--- src/rtl/fetch_pkg.sv ---
// Shared fetch-stage types and constants.
// Used by fetch_unit and fetch_fifo.
package fetch_pkg;

  localparam logic [31:0] NOP = 32'h0000_0013;
  localparam logic [31:0] RESET_PC_DEF = 32'h0000_0000;

  typedef enum logic {
    FETCH,
    DRAIN
  } fstate_t;

  typedef struct packed {
    logic [31:0] addr;
    logic [31:0] inst;
  } fentry_t;

endpackage

--- src/rtl/fetch_fifo.sv ---
// Prefetch buffer: DEPTH entries of {addr, inst}.
// Synchronous flush empties it in one cycle.
module fetch_fifo
  import fetch_pkg::*;
#(
  parameter int DEPTH = 2,
  localparam int AW = $clog2(DEPTH)
) (
  input  logic          clk,
  input  logic          rst,
  input  logic          flush,
  input  logic          push,
  input  logic [31:0]   push_addr,
  input  logic [31:0]   push_inst,
  input  logic          pop,
  output logic [31:0]   head_addr,
  output logic [31:0]   head_inst,
  output logic          full,
  output logic          empty,
  output logic [AW:0]   count
);

  localparam logic [AW:0] ONE = (AW+1)'(1);

  fentry_t       mem [DEPTH];
  logic [AW-1:0] rd;
  logic [AW-1:0] wr;
  logic          push_ok;
  logic          pop_ok;

  assign empty   = (count == '0);
  assign full    = (count == (AW+1)'(DEPTH));
  assign pop_ok  = pop && !empty;
  assign push_ok = push && (!full || pop_ok);

  assign head_addr = mem[rd].addr;
  assign head_inst = mem[rd].inst;

  always_ff @(posedge clk) begin
    if (rst || flush) begin
      rd    <= '0;
      wr    <= '0;
      count <= '0;
    end else begin
      if (push_ok) wr <= wr + 1'b1;
      if (pop_ok)  rd <= rd + 1'b1;
      unique case (1'b1)
        push_ok && !pop_ok: count <= count + ONE;
        !push_ok && pop_ok: count <= count - ONE;
        default: ;
      endcase
    end
  end

  always_ff @(posedge clk) begin
    if (push_ok) mem[wr] <= '{addr: push_addr, inst: push_inst};
  end

endmodule

--- src/rtl/fetch_unit.sv ---
// Instruction fetch with in-order memory, prefetch buffer and redirect drain.
// Optional FETCH_MISALIGN_CHECK_EN adds misalign_o and aligns redirect targets.
module fetch_unit
  import fetch_pkg::*;
#(
  parameter logic [31:0] RESET_PC = RESET_PC_DEF,
  parameter int          DEPTH    = 2
) (
  input  logic        clk,
  input  logic        rst,
  input  logic        StallF,
  input  logic        PCSrcE,
  input  logic [31:0] PCTargetE,
  output logic        imem_req_valid,
  input  logic        imem_req_ready,
  output logic [31:0] imem_addr,
  input  logic        imem_rsp_valid,
  input  logic [31:0] imem_rsp_data,
  output logic [31:0] Addr,
  output logic [31:0] Inst,
  output logic        InstValid,
  output logic        FetchBusy
`ifdef FETCH_MISALIGN_CHECK_EN
  ,
  output logic        misalign_o
`endif
);

  localparam int          AW  = $clog2(DEPTH);
  localparam logic [AW:0] ONE = (AW+1)'(1);

  fstate_t       state;
  fstate_t       state_n;
  logic [31:0]   pc;
  logic [31:0]   pc_n;
  logic [31:0]   tgt;
  logic [AW:0]   outst;
  logic [AW:0]   outst_n;
  logic [AW:0]   drop;
  logic [AW:0]   drop_n;
  logic [AW:0]   cnt;
  logic [31:0]   aq [DEPTH];
  logic [AW-1:0] aq_wr;
  logic [AW-1:0] aq_rd;
  logic          hs;
  logic          push;
  logic          pop;
  logic          empty;
  logic          full;
  logic [31:0]   head_addr;
  logic [31:0]   head_inst;

`ifdef FETCH_MISALIGN_CHECK_EN
  assign tgt        = {PCTargetE[31:2], 2'b00};
  assign misalign_o = PCSrcE && (PCTargetE[1:0] != 2'b00);
`else
  assign tgt = PCTargetE;
`endif

  assign imem_addr      = pc;
  assign imem_req_valid = (state == FETCH) &&
                          ((cnt + outst) < (AW+1)'(DEPTH));
  assign hs             = imem_req_valid && imem_req_ready;

  // Responses to dropped requests never reach the buffer.
  assign push = imem_rsp_valid && (state == FETCH) &&
                (drop == '0) && !PCSrcE && (!full || pop);
  assign pop  = !StallF && !empty && !PCSrcE;

  assign Addr      = empty ? 32'h0 : head_addr;
  assign Inst      = empty ? NOP : head_inst;
  assign InstValid = !empty;
  assign FetchBusy = empty;

  always_comb begin
    state_n = state;
    pc_n    = pc;
    outst_n = outst;
    drop_n  = drop;
    if (hs) pc_n = pc + 32'd4;
    unique case (1'b1)
      hs && !imem_rsp_valid: outst_n = outst + ONE;
      !hs && imem_rsp_valid: outst_n = outst - ONE;
      default: ;
    endcase
    if (state == DRAIN && imem_rsp_valid) drop_n = drop - ONE;
    // In FETCH every in-flight request, including this cycle's, goes stale.
    if (PCSrcE) begin
      pc_n = tgt;
      if (state == FETCH) drop_n = outst_n;
    end
    state_n = (drop_n != '0) ? DRAIN : FETCH;
  end

  always_ff @(posedge clk) begin
    if (rst) begin
      state <= FETCH;
      pc    <= RESET_PC;
      outst <= '0;
      drop  <= '0;
      aq_wr <= '0;
      aq_rd <= '0;
    end else begin
      state <= state_n;
      pc    <= pc_n;
      outst <= outst_n;
      drop  <= drop_n;
      if (hs)             aq_wr <= aq_wr + 1'b1;
      if (imem_rsp_valid) aq_rd <= aq_rd + 1'b1;
    end
  end

  always_ff @(posedge clk) begin
    if (hs) aq[aq_wr] <= pc;
  end

  fetch_fifo #(
    .DEPTH (DEPTH)
  ) u_fifo (
    .clk       (clk),
    .rst       (rst),
    .flush     (PCSrcE),
    .push      (push),
    .push_addr (aq[aq_rd]),
    .push_inst (imem_rsp_data),
    .pop       (pop),
    .head_addr (head_addr),
    .head_inst (head_inst),
    .full      (full),
    .empty     (empty),
    .count     (cnt)
  );

endmodule

--- config.mk ---
export PLATFORM = sky130hd
export DESIGN_NAME = fetch_unit
export DESIGN_NICKNAME = d
export VERILOG_FILES = /design/src/rtl/fetch_pkg.sv /design/src/rtl/fetch_fifo.sv /design/src/rtl/fetch_unit.sv
export SDC_FILE = /design/constraint.sdc
export NUM_CORES = 1
export LEC_CHECK = 0
export CAP_MARGIN = 20
export CORE_ASPECT_RATIO = 0.9
export CORE_MARGIN = 2
export CORE_UTILIZATION = 55
export CTS_BUF_LIST = sky130_fd_sc_hd__clkbuf_16
export CTS_CLUSTER_SIZE = 12
export DETAILED_ROUTE_END_ITERATION = 10
export DONT_BUFFER_PORTS = 1
export HOLD_SLACK_MARGIN = 0.12
export PLACE_DENSITY_LB_ADDON = 0.12
export SLEW_MARGIN = 20
export SYNTH_ARGS = -nofsm -noshare
export SYNTH_HDL_FRONTEND = slang
export SYNTH_HIERARCHICAL = 1
export SYNTH_SLANG_ARGS = --single-unit
--- constraint.sdc ---
create_clock -name clk -period 15.3 [get_ports clk]
set_input_delay 3.06 -clock clk [delete_from_list [all_inputs] [get_ports clk]]
set_output_delay 3.06 -clock clk [all_outputs]
set_load 0.01 [all_outputs]
# Word level (Yosys, flattened, before mapping)
# Memories as Yosys holds them, arrays and structs flattened. A register that Yosys moved wholly into a read port is not among the register bits.
# Index checks and enable logic that the tools add are counted.
# W data, S select, Z words.
[word_totals] regBits=43 ramBits=192 input_bits=70 output_inout_bits=99 word_cells=74 mem_count=2
[memory_table] name="u_fifo.mem" depth=2 word_bits=64 rd=1 rd_clocked_by_memory_dff=1 write_ports=1 line_no="fetch_fifo.sv:25" text="fentry_t mem [DEPTH];"
[memory_table] name="aq" depth=2 word_bits=32 rd=1 rd_clocked_by_memory_dff=1 write_ports=1 line_no="fetch_unit.sv:42" text="logic [31:0] aq [DEPTH];"
[classes] addsub=11 magnitude_cmp=1 n_eq_ne=1 n_mux=18 bitwise=1 reduce_logical=31
[ops] op="$mux W32" n=4
[ops] op="$add A32 B3 Y32 const B" n=1
[ops] op="$logic_and A1 B1 Y1" n=15
[ops] op="$mux W1" n=9
[ops] op="$logic_not A1 Y1" n=8
[ops] op="$pmux W2 S2" n=2
[ops] op="$mux W2" n=3
[ops] op="$reduce_bool A2 Y1" n=3
[ops] op="$sub A2 B1 Y2 const B" n=3
[ops] op="$add A1 B1 Y1 const B" n=4
[ops] op="$add A2 B1 Y2 const B" n=2
[ops] op="$logic_not A2 Y1" n=2
[ops] op="$logic_or A1 B1 Y1" n=3
[ops] op="$add A2 B2 Y2" n=1
[ops] op="$eq A2 B2 Y1 const B" n=1
[ops] op="$lt A2 B2 Y1 const B" n=1
[ops] op="$not A1 Y1" n=1

# Depth between registers and ports, before layout
[depth] ltp_word=11 mapped_depth=10 depth_no_buf=9

# Cells and area by module
# Netlist, hierarchy kept.
[modules_own_cells] mod="fetch_fifo" n_inst=1 cells_per_inst=229 area_per_inst_um2=4895.9 seq_area_each_um2=3943.8
[modules_own_cells] mod="fetch_unit" n_inst=1 cells_per_inst=430 area_per_inst_um2=4870.9 seq_area_each_um2=2722.6

# Worst setup path before layout
# No wires, ideal clock.
[synth_path] kind="input to register" from="input PCSrcE" to="memory u_fifo/mem[0][0] in the netlist's numbering (enable)" setup_ps=486 arrival_ps=6883 t_required_ps=14814 path_slack_ps=7931 path_stages=5 path_buffers=1 path_cell_list="clkbuf_1 -> nor3_1 -> o2111a_1 -> o21ai_2 -> nor2_1"
[synth_between] elab_chain_len=7 elab_cells_between_ends=10 classes_between="mux: 2; reduce/logical: 8"
[synth_lines] item="start, declared" line_no="fetch_unit.sv:12" text="input logic PCSrcE,"
[synth_lines] item="$logic_not A1 Y1" line_no="fetch_unit.sv:68" text="assign pop = !StallF && !empty && !PCSrcE;"
[synth_lines] item="$logic_and A1 B1 Y1" line_no="fetch_unit.sv:68"
[synth_lines] item="named net pop" line_no="fetch_unit.sv:47" text="logic pop;"
[synth_lines] item="$logic_or A1 B1 Y1" line_no="fetch_unit.sv:67" text="(drop == '0) && !PCSrcE && (!full || pop);"
[synth_lines] item="$logic_and A1 B1 Y1" line_no="fetch_unit.sv:67"
[synth_lines] item="named net push" line_no="fetch_unit.sv:46" text="logic push;"
[synth_lines] item="$logic_and A1 B1 Y1" line_no="fetch_fifo.sv:34" text="assign push_ok = push && (!full || pop_ok);"
[synth_lines] item="$mux W1" line_no="fetch_fifo.sv:56" text="if (push_ok) mem[wr] <= '{addr: push_addr, inst: push_inst};"
[synth_lines] item="$mux W1 (implied by the code)" line_no="fetch_fifo.sv:56"
[synth_lines] item="end, declared" line_no="fetch_fifo.sv:25"
# The timed path passes the listed nets, and every way through them passes these cells.

==> impl_metrics.toml <==
[outcome]
status = "finished clean"

[detailed_routing]
drt_pass1_iterations = 4
ant_nets = 0
drc = 0
num_vias = 5191
wirelength_mm = 18.9
vias_per_cell = 5.69
drt_iter0_markers = 362
wire_per_inst_um = 20.7

[place]
dp_hpwl_mm = 11.8
gp_congestion = 0.785
port_buffers = 0
dp.cells = 873

[synthesis]
yosysWarnings = 6
synth_ff_type = "edfxtp_1"
syn_area_um2 = 9770
synthCells = 659
synth_cell_type_count = 46
yosys_register_bits = 237
async_reset_ff_share_pct = 0
synth_nets = 732
avgSynthCellArea_um2 = 14.8
ys_seq_area_share_pct = 68.3
synth_edf_count = 192

[global_route]
antenna_found_initial = 0
grt_max_degree = 65
grt_overflow = 0
grt_pass1_wl_mm = 28.2
globalRouteTotalUtil_pct = 19.6
grt_pass1_vias = 5163

[layout]
syn2layout_area_growth_pct = 9.35
layout-drive-gt1-share_pct = 22.0
layout_common_cells = "192 x edfxtp_1, 97 x mux2_2, 61 x nor2b_1, 49 x nor2_1, 44 x dfxtp_1"
num_antenna_cells = 0
layout_commonest_cell = "edfxtp_1"
finalNetCount = 733
fin_cells = 913

[pwr]
total_power_mw = 1.53
ir_drop_mv = 0.0967
power_density_nw_per_um2 = 144
p_leak_nw = 3.45

[sta]
fmax_mhz = 189
worstMarginPinSlew_ns = 1.04
hold_viol_final = 0
rsz0062_at_grt = "false"
tns_ns = 0
slew_headroom_pct = 30.3
fin_worst_skew_ns = 0.0179
setup_violations = 0
fin_crit_ns = 5.30
maxSlewViolCount = 0
finalCritPeriodShare_pct = 34.6

[run]
drv_cap = 0

[clocking]
cts_setup_buffers = 0
clockBufferDepth = 3
numClockSinks = 237
cts_resized = 0
clkLatencyLatePin_ns = 0.51
hold_buffers = 0
clockRootBuffer = "clkbuf_16"
path_clk_slew_ns = 0.06
h-tree-depth = 1
cts-buffers-inserted = 25
cts_tree = "done"

[worst_setup_path]
crit_fanout = 64
cp.required_ns = 12.24
end_kind = "primary output"
crit_arrival_ns = 2.24
startpoint_type = "flip-flop"
worstSetupPathType = "flip-flop to primary output"

[floorplanning]
core_area_um2 = 17500
initial_core_util_pct = 55.8
dieWidth_um = 144
die_y_um = 130
ioPinCount = 169
dieArea_um2 = 18800
core.rowCount = 46

[worst_hold_path]
hp-class = "flip-flop to flip-flop"
## metal layers
layer,global-route usage (%),wire (um),share of wire [%],vias up
met1,24.9,7750,41,2524
li1,-,-,-,2462
met4,4.97,306,1.6,0
met5,0,0,0,-
met3,7.11,1790,9.5,30
met2,32.3,9010,48,175
## report_power, final
group          leakage [nW]  internal (mW)  switching [mW]
Sequential             2.14          0.793          0.0353
Combinational         0.940         0.0677           0.109
Clock                 0.368          0.308           0.222
Total                  3.45           1.17           0.366
## flip-flops by register name, indices dropped and copies added, names as in the netlist, named ones only
name	cells
u_fifo/mem	128
aq	64
imem_addr	32
drop	2
outst	2
u_fifo/count	2
aq_rd	1
aq_wr	1
state	1
u_fifo/rd	1
u_fifo/wr	1
## cell usage after synthesis, types with 2 or more instances
library cell | count | share of area, %
xnor2_1 | 7 | 0.63
mux2i_1 | 4 | 0.41
ha_1 | 3 | 0.38
buf_6 | 6 | 0.69
nand4_1 | 12 | 0.77
and3_1 | 4 | 0.26
dfxtp_1 | 45 | 9.2
nand4_2 | 2 | 0.26
nand2b_1 | 2 | 0.13
o2111ai_1 | 4 | 0.36
nor3_1 | 7 | 0.36
xor2_1 | 18 | 1.6
clkbuf_1 | 18 | 0.69
nand2_1 | 14 | 0.54
nor2_1 | 53 | 2.0
a21oi_1 | 3 | 0.15
buf_1 | 5 | 0.19
a211oi_1 | 16 | 1.2
inv_1 | 11 | 0.42
edfxtp_1 | 192 | 59
a311oi_1 | 14 | 1.3
o21bai_1 | 2 | 0.15
or3_1 | 13 | 0.83
and2b_1 | 2 | 0.15
mux2_2 | 97 | 11
nor2b_1 | 61 | 3.9
o21ai_0 | 14 | 0.72
buf_4 | 2 | 0.15
or2_2 | 4 | 0.26
nand3_1 | 8 | 0.41
## through the flow
stage	area [um2]	hold slack, ns	utilization, %	setup WS [ns]
2_1_floorplan	9770	0.480	-	7.93
3_3_place_gp	9970	0.506	57.0	9.73
3_5_place_dp	9970	0.503	57.0	9.56
4_1_cts	10700	0.532	61.0	9.97
5_1_grt	10700	0.536	61.0	9.87
6_report	10700	0.532	61.0	10.00
## worst paths after layout
| check | end | slack (ns) | start | cells after the start |
|---|---|---|---|---|
| worst min-delay path | flip-flop | 0.53 | aq_rd$_SDFFE_PP0P_ | 2 |
| worst max register to register | u_fifo/mem[0][51]$_DFFE_PP_ | 11.46 | u_fifo/count[1]$_SDFFE_PP0P_ | 7 |
| worst min register to register | flip-flop | 0.53 | aq_rd$_SDFFE_PP0P_ | 2 |
| worst max-delay path | Inst[1] | 10.00 | flip-flop | 2 |
## final cells by class
type | instances | area, um2
repair buffers | 5 | 37.5
clock buffers | 25 | 626
inverters | 12 | 45.0
flip-flops and latches | 237 | 6670
clock inverters | 15 | 85.1
multi-input cells | 379 | 2920
well taps | 240 | 300
fillers | 1363 | 6820
## critical path: stages, from the launching register on
cell and delay [ns]:
dfxtp_4 0.94, mux2_2 0.42, or2_2 0.31
## cell families after synthesis
kind of cell | share of synthesized area, %
flip-flops | 68.3
AND/OR/NAND/NOR | 10.6
multiplexers | 11.7
AO/OA/AOI/OAI | 4.38
buffers and inverters | 2.19
XOR/XNOR | 2.41
adder cells (fa/ha/maj) | 0.384
Note: power is estimated with default switching activity, not from simulation.
